**config.mk**
```make
export PLATFORM = sky130hd
export DESIGN_NAME = sha256_digest_serializer
export DESIGN_NICKNAME = d
export VERILOG_FILES = /design/src/rtl/sha256_digest_serializer.sv
export SDC_FILE = /design/constraint.sdc
export NUM_CORES = 1
export LEC_CHECK = 0
export ABC_AREA = 0
export CORE_MARGIN = 2
export CORE_UTILIZATION = 59
export CTS_BUF_LIST = sky130_fd_sc_hd__clkbuf_2
export CTS_CLUSTER_SIZE = 12
export DETAILED_ROUTE_END_ITERATION = 16
export PLACE_DENSITY = 0.93
export SYNTH_ARGS = -nofsm -noshare
export SYNTH_HDL_FRONTEND = slang
export SYNTH_SLANG_ARGS = --single-unit
export TNS_END_PERCENT = 30
```
**constraint.sdc**
```tcl
create_clock -name clk -period 6.32 [get_ports clk]
set_input_delay 1.896 -clock clk [delete_from_list [all_inputs] [get_ports clk]]
set_output_delay 1.896 -clock clk [all_outputs]
set_load 0.05 [all_outputs]
```
**src/rtl/sha256_digest_serializer.sv**
```systemverilog
// SHA-256 digest serializer: captures the 256-bit digest on the rising edge
// of hash_done and streams it out over an 8-bit valid/ready port, either as
// 32 raw bytes or 64 ASCII hex characters, most significant first.
module sha256_digest_serializer #(
   parameter bit HEX_UPPER = 1'b0
) (
   input  logic         clk,
   input  logic         rst_n,
   input  logic [255:0] hash_in,
   input  logic         hash_done,
   input  logic         hex_mode,
   input  logic         abort,
   output logic [7:0]   out_data,
   output logic         out_valid,
   input  logic         out_ready,
   output logic         out_last,
   output logic         busy,
   output logic         overrun
);

   localparam logic [0:0] S_IDLE = 1'b0;
   localparam logic [0:0] S_SEND = 1'b1;

   logic [0:0]   state_q, state_d;
   logic [255:0] shift_q, shift_d;
   logic [6:0]   cnt_q, cnt_d;
   logic         mode_q, mode_d;
   logic         done_prev_q, done_prev_d;
   logic         overrun_q, overrun_d;

   logic         send;
   logic         cap_ev;
   logic         last;
   logic         hs;
   logic [6:0]   len_m1;
   logic [3:0]   nib;
   logic [7:0]   hex_chr;

   // Output view of the current head of the shift register
   always_comb begin
      send    = (state_q == S_SEND);
      cap_ev  = hash_done & ~done_prev_q;
      len_m1  = mode_q ? 7'd63 : 7'd31;
      last    = send && (cnt_q == len_m1);
      hs      = send & out_ready;
      nib     = shift_q[255:252];
      // Letters start at 'a'/'A' for nibble 10, hence the -10 offset baked in
      if (nib < 4'd10) hex_chr = 8'h30 + {4'h0, nib};
      else             hex_chr = (HEX_UPPER ? 8'h37 : 8'h57) + {4'h0, nib};
      out_valid = send;
      busy      = send;
      out_last  = last;
      overrun   = overrun_q;
      out_data  = send ? (mode_q ? hex_chr : shift_q[255:248]) : 8'h00;
   end

   // Next-state: abort beats handshake and capture; a capture on the final
   // handshake chains straight into the next stream without an idle gap
   always_comb begin
      state_d     = state_q;
      shift_d     = shift_q;
      cnt_d       = cnt_q;
      mode_d      = mode_q;
      overrun_d   = overrun_q;
      done_prev_d = hash_done;
      if (abort) begin
         state_d   = S_IDLE;
         overrun_d = 1'b0;
      end else begin
         case (state_q)
            S_IDLE: begin
               if (cap_ev) begin
                  shift_d = hash_in;
                  mode_d  = hex_mode;
                  cnt_d   = 7'd0;
                  state_d = S_SEND;
               end
            end
            default: begin
               if (hs) begin
                  if (last) begin
                     cnt_d = 7'd0;
                     if (cap_ev) begin
                        shift_d = hash_in;
                        mode_d  = hex_mode;
                     end else begin
                        state_d = S_IDLE;
                     end
                  end else begin
                     shift_d = mode_q ? {shift_q[251:0], 4'h0} : {shift_q[247:0], 8'h00};
                     cnt_d   = cnt_q + 7'd1;
                  end
               end
               if (cap_ev && !(hs && last)) overrun_d = 1'b1;
            end
         endcase
      end
   end

   // State registers
   always_ff @(posedge clk or negedge rst_n) begin
      if (!rst_n) begin
         state_q     <= S_IDLE;
         shift_q     <= '0;
         cnt_q       <= '0;
         mode_q      <= 1'b0;
         done_prev_q <= 1'b0;
         overrun_q   <= 1'b0;
      end else begin
         state_q     <= state_d;
         shift_q     <= shift_d;
         cnt_q       <= cnt_d;
         mode_q      <= mode_d;
         done_prev_q <= done_prev_d;
         overrun_q   <= overrun_d;
      end
   end

endmodule

```
==> impl_results.md, run 1 <==
- Setup TNS: 0 ns
- Worst EP arrival: ~3.2 ns
- Width of the die: 162 um
- Sequential area share after synthesis: a little under half
- WP buf/inv: 1
- DR iter-0 viols: roughly 1.9k
- Die Area: around 26000 um^2
- Clock buffer depth: 3
- Final worst-path cycle share: just over 80%
- Max-Slew Margin vs Limit: 28.9%
- Top cell family by delay on the critical path: flip-flops
- Num CTS Buffers: 69
- RSZ-0062 raised after global routing: no
- EDFF count, synth: 0
- Post-CTS Hold Buffers: 0
- Total gr overflow: 0
- Post-synth top area cell: dfrtp_1
- Worst path cell trace: xnor2_2 > nand3_1 > nor2_1 > clkdlybuf4s50_1
- Final HPWL DP: approximately 26000 um
- Pin count of the biggest net entering global routing: between 100 and 150
- Most common cell after layout, fill and taps aside: clkdlybuf4s50_1
- Ports: roughly 270
- Synthesized area: about 15000 um^2
- Clock Sinks: 267
- Via density: between 6 and 7
- Setup bufs post-CTS: 0
- Comb pwr share: a little under a third
- Worst min-delay path class: flop to flop
- Sw frac: 36.1%
- Ranking of synthesized cells by area: dfrtp_1, mux2i_1, a221o_1
- Final setup fails: 0
- Worst setup SP type: flop
- Worst path slowest cell: dfrtp_4
- Most frequent cells in the layout: clkdlybuf4s50_1, dfrtp_1, mux2i_1
- CTS resizes: 0
- Remaining DRCs: 0
- Synthesized area per cell: approximately 11 um^2
- Internal power: around 3.4 mW
- Leak: 7.95 nW
- WP data required: 4.42 ns
- Setup Skew: about 0.10 ns
- Worst vdd ir: around 0.00017 V
- Final Hold Viols: 0
- Initial core utilization: between 60 and 70%
- First-pass GRT wire length: ~67000 um
- Fillers: ~1.7k
- Pwr dens: around 300 nW/um^2
- Gpl congestion: about 0.84
- Part of the power in the clock network: a little over a fifth
- Share of power burned in registers: a little under half
- Port-buffer cells: 273
- Vias in the first global route: between 10k and 15k
- Minimum clock period: slightly above 5 ns
- H-Tree Level Count: 3
- Final net count: ~1.9k
- Yosys reg bits: about 270
- CP max FO: between 60 and 70
- Die H: around 160 um
- CTS tree: built
- Area added between synthesis and finish: 21.3%
- YS warnings: 0
- Share of cells above drive strength 1: roughly 8.5%
- Syn_nets: approximately 1.7k
- Most common flop cell mapped by yosys: dfrtp_1
- Vias: 13.0k
- Final hold slack: 0.508 ns
- Max cap viols: 0
- Antenna violations before repair: 4
- Worst skew pair latency: between 0.8 and 0.9 ns
- Max frequency: between 150 and 200 MHz
- Clock transition at path regs: 0.10 ns
- Critical Path Max Stage Delay: around 1.1 ns
- Total Wirelength: between 40000 and 50000 um
- Pre-antenna DRT Iters: 6
- Gr usage total: slightly above 30%
- Async SR Flop Fraction: between 90% and 100%
- Routed Antenna Nets: 0
- Final Max Tran Viols: 0
- Worst Tran Pin Value: between 1 and 1.5 ns
- Status: complete, no violations
- Synth Instances: 1397
- P_sw: between 1.5 and 2 mW
- # rows: between 50 and 60
- Synth cell types: 43
- DR WL/cell: ~21 um
- CP Capture Type: output pin
- CTS root buffer: clkbuf_2
- WS Path Type: flop to output pin
- Post-synth top area share: 45.2%
- Core footprint: 24500 um^2
## layer usage
| metal | up-vias | part of all wire [%] | track usage, % |
|---|---|---|---|
| li1 | 5870 | - | - |
| met1 | 6374 | 42 | 42.4 |
| met2 | 693 | 47 | 49.2 |
| met3 | 84 | 9.1 | 7.16 |
| met4 | 4 | 2.3 | 10.1 |
| met5 | - | 0.066 | 0 |
## sequential cells by signal, indices dropped and copies added, names as in the netlist
name and count:
shift_q 256, cnt_q 7, busy 1, done_prev_q 1, mode_q 1, overrun 1
## power groups by stage
stage               Sequential [mW]  Combinational [mW]  Clock, mW
floorplan                      2.44                1.31          0
global placement               2.57                1.61          0
detailed placement             2.60                1.68          0
CTS                            2.57                1.69       1.14
global route                   2.64                1.85       1.22
finish                         2.59                1.69       1.12
## synth_stat cells, types with 6 or more instances
library cell	number
a221oi_1	118
a221oi_2	7
nor3_1	126
dfrtp_1	267
a22o_1	6
buf_2	64
buf_1	8
inv_1	134
a21oi_1	8
nand2_1	8
mux2i_1	250
clkbuf_1	68
nor4_1	125
a221o_1	123
nand3_1	10
nor2_1	12
o21ai_0	14
buf_4	16
## final timing paths
| kind | from | to | slack [ns] | depth (start not counted) |
|---|---|---|---|---|
| setup / recovery | mode_q | out_last | 1.19 | 4 |
| hold reg to reg | overrun | overrun | 0.51 | 2 |
| hold / removal | overrun | overrun | 0.51 | 2 |
| min in group asynchronous | rst_n | shift_q[43] | 1.11 | 1 |
| setup reg to reg | mode_q | shift_q[186] | 2.79 | 5 |
| max in group asynchronous | rst_n | shift_q[16] | 3.97 | 2 |
## logic make-up (layout without fill, tap and decap cells)
family / count (synthesis) / in the layout / synth area share [%]
multiplexers: 251 / 251 / 17.0
AND/OR/NAND/NOR: 291 / 291 / 10.9
flip-flops: 267 / 267 / 45.2
buffers and inverters: 294 / 539 / 8.61
XOR/XNOR: 2 / 2 / 0.169
other: 0 / 2 / 0
AO/OA/AOI/OAI: 290 / 290 / 18.0
adder cells (fa/ha/maj): 2 / 2 / 0.169
## area by class of cell
| cell class | instances | area [um^2] | share of cell area (%) |
|---|---|---|---|
| multi-input cells | 836 | 6880 | 38.4 |
| well taps | 324 | 405 | 2.26 |
| diodes | 2 | 5.00 | 0.0279 |
| inverters | 134 | 503 | 2.80 |
| flip-flops and latches | 267 | 6690 | 37.2 |
| clock inverters | 21 | 90.1 | 0.502 |
| clock buffers | 92 | 460 | 2.57 |
| repair buffers | 292 | 2920 | 16.2 |
## worst min-delay path, stage by stage, from the launching register on
cell     delay [ns]
dfrtp_1        0.36
a21oi_1        0.04
nor2_1         0.07
## per-stage QoR
| step | utilization (%) | worst slack, ns | cell area [um^2] | std cells | total power [mW] |
|---|---|---|---|---|---|
| 4_1_cts | 73.3 | 1.07 | 17900 | 1966 | 5.40 |
| 5_1_grt | 73.4 | 0.995 | 17900 | 1967 | 5.71 |
| 3_3_place_gp | 71.1 | 1.74 | 17400 | 1853 | 4.19 |
| 6_report | 73.4 | 1.19 | 17900 | 1968 | 5.40 |
| 2_1_floorplan | - | 2.08 | 14800 | 1397 | 3.74 |
| 3_5_place_dp | 71.1 | 1.64 | 17400 | 1853 | 4.28 |
(Power assumes the default switching activity.)
==> inputs of run 2 (changes only) <==
--- a/config.mk
+++ b/config.mk
@@ -7,11 +7,11 @@
 export LEC_CHECK = 0
 export ABC_AREA = 0
 export CORE_MARGIN = 2
-export CORE_UTILIZATION = 59
+export CORE_UTILIZATION = 49
 export CTS_BUF_LIST = sky130_fd_sc_hd__clkbuf_2
 export CTS_CLUSTER_SIZE = 12
 export DETAILED_ROUTE_END_ITERATION = 16
-export PLACE_DENSITY = 0.93
+export PLACE_DENSITY = 0.83
 export SYNTH_ARGS = -nofsm -noshare
 export SYNTH_HDL_FRONTEND = slang
 export SYNTH_SLANG_ARGS = --single-unit
==> constraint.sdc (replaced) <==
create_clock -name clk -period 4.5 [get_ports clk]
set_input_delay 1.35 -clock clk [delete_from_list [all_inputs] [get_ports clk]]
set_output_delay 1.35 -clock clk [all_outputs]
set_load 0.05 [all_outputs]
==> run 2 against run 1 <==
  * Final area is 1.7% higher
  * Sequential share of layout area is 0.63 points lower
  * Via count is 1.3% lower
  * Worst setup slack worse by 1.0 ns
  * Clock skew is 0.0021 ns lower
  * Critical endpoint is now out_data[6]
==> impl_results.md, run 2 (synthesized netlist as in run 1, its figures left out) <==
- Status: complete, no violations
- Final HPWL DP: approximately 27000 um
- Clock buffer depth: 3
- Worst vdd ir: ~0.00022 V
- Worst setup SP type: flop
- First-pass GRT wire length: ~67000 um
- Most frequent cells in the layout: clkdlybuf4s50_1, dfrtp_1, mux2i_1
- Worst EP arrival: 2.95 ns
- Port-buffer cells: approximately 270
- Vias: roughly 13k
- Post-CTS Hold Buffers: 0
- Max-Slew Margin vs Limit: ~30%
- Width of the die: about 180 um
- Via density: between 6 and 7
- DR WL/cell: 20.7 um
- CTS tree: built
- Pwr dens: 426 nW/um^2
- Final Hold Viols: 0
- Worst setup margin: 0.196 ns
- Die H: approximately 180 um
- Fillers: 2435
- Reg area: between 6000 and 7000 um^2
- Pre-antenna DRT Iters: 5
- WP data required: 3.15 ns
- Total Wirelength: 42500 um
- Antenna violations before repair: 11
- Reg with most FFs: shift_q
- CP Capture Type: output pin
- Multi-input gate area: a little under 7000 um^2
- Remaining DRCs: 0
- Die Area: approximately 32000 um^2
- CP max FO: 13
- Share of cells above drive strength 1: 9.46%
- Final net count: between 1.5k and 2k
- Leak: just over 8 nW
- Post-DP Area: 17600 um^2
- Ports: 274
- Worst path slowest cell: clkdlybuf4s50_1
- # rows: 63
- Pin count of the biggest net entering global routing: ~150
- Core footprint: 29700 um^2
- Critical Path Max Stage Delay: slightly below 0.9 ns
- Worst path cell trace: inv_1 > nor2_1 > clkdlybuf4s50_1
- Largest regs: shift_q (256), cnt_q (7)
- Setup WS pre-CTS: 0.814 ns
- Worst min-delay path class: primary input to asynchronous set/reset pin
- RSZ-0062 raised after global routing: no
- Total gr overflow: 0
- CTS root buffer: clkbuf_2
- Setup TNS: 0 ns
- Clock Sinks: 267
- Minimum clock period: approximately 4.3 ns
- DR iter-0 viols: about 1.2k
- Max frequency: 232 MHz
- Final Max Tran Viols: 0
- Routed Antenna Nets: 0
- Gpl congestion: slightly above 0.8
- Initial core utilization: 49.8%
- Setup Skew: approximately 0.1 ns
- H-Tree Level Count: 3
- Post-route design area: 18300 um^2
- WS Path Type: flop to output pin
- Core Util, Final: between 60% and 70%
- R2r worst-path depth: 4
- Gr usage total: 26.4%
- Most common cell after layout, fill and taps aside: clkdlybuf4s50_1
- Max cap viols: 0
- Area added between synthesis and finish: 23.4%
- Largest register FFs: 256
- Final worst-path cycle share: between 90% and 100%
- Clock transition at path regs: around 0.12 ns
- Vias in the first global route: around 13k
- Worst skew pair latency: between 0.8 and 0.9 ns
- Final setup fails: 0
- Worst Tran Pin Value: between 1 and 1.5 ns
- Num CTS Buffers: 73
-- run 2: report_power, final --
group | internal (mW) | switching, mW
clock network | 0.730 | 1.04
registers | 3.02 | 0.575
logic | 1.28 | 1.13
-- run 2: per-layer routing --
layer | part of all wire (%) | GRT usage, % | vias up
met4 | 2.4 | 8.78 | 14
met3 | 8.8 | 7.84 | 98
li1 | - | - | 5899
met1 | 42 | 34.8 | 6336
met5 | 0.24 | 0 | -
met2 | 46 | 41.6 | 509
-- run 2: what timing repair did --
action,CTS,global route
endpoints found under the hold margin,0,0
resized for setup,2,0
endpoints found under the setup margin,2,0
buffers inserted,0,0
-- run 2: cell type report --
| cell class | count | area share [%] |
|---|---|---|
| repair buffers | 298 | 16.6 |
| diodes | 4 | 0.0548 |
| multi-input cells | 836 | 37.7 |
| flip-flops and latches | 267 | 36.6 |
| clock inverters | 20 | 0.740 |
| inverters | 134 | 2.76 |
| clock buffers | 104 | 2.85 |
| well taps | 390 | 2.67 |
-- run 2: stage by stage --
stage               total power, mW  hold slack (ns)  cells
global route                   8.27            0.510   2051
global placement               5.91            0.489   1925
detailed placement             6.03            0.494   1925
CTS                            7.83            0.455   2049
floorplan                      5.26            0.470   1397
finish                         7.78            0.539   2053
-- run 2: worst max-delay path: cells and delay by family (launching register included) --
family                 cells  cell delay, ns
buffers and inverters      2            1.30
DFF                        1            0.64
and+or+nand+nor            1            0.23
-- run 2: path summary, 6_finish.rpt --
| kind | start | end | slack (ns) |
|---|---|---|---|
| setup / recovery | busy | out_data[6] | 0.20 |
| hold reg to reg | cnt_q[6] | cnt_q[6] | 0.54 |
| hold / removal | rst_n | shift_q[209] | 0.54 |
| min in group clk | cnt_q[6] | cnt_q[6] | 0.54 |
| max in group asynchronous | rst_n | shift_q[239] | 3.03 |
| setup reg to reg | mode_q | shift_q[142] | 1.50 |
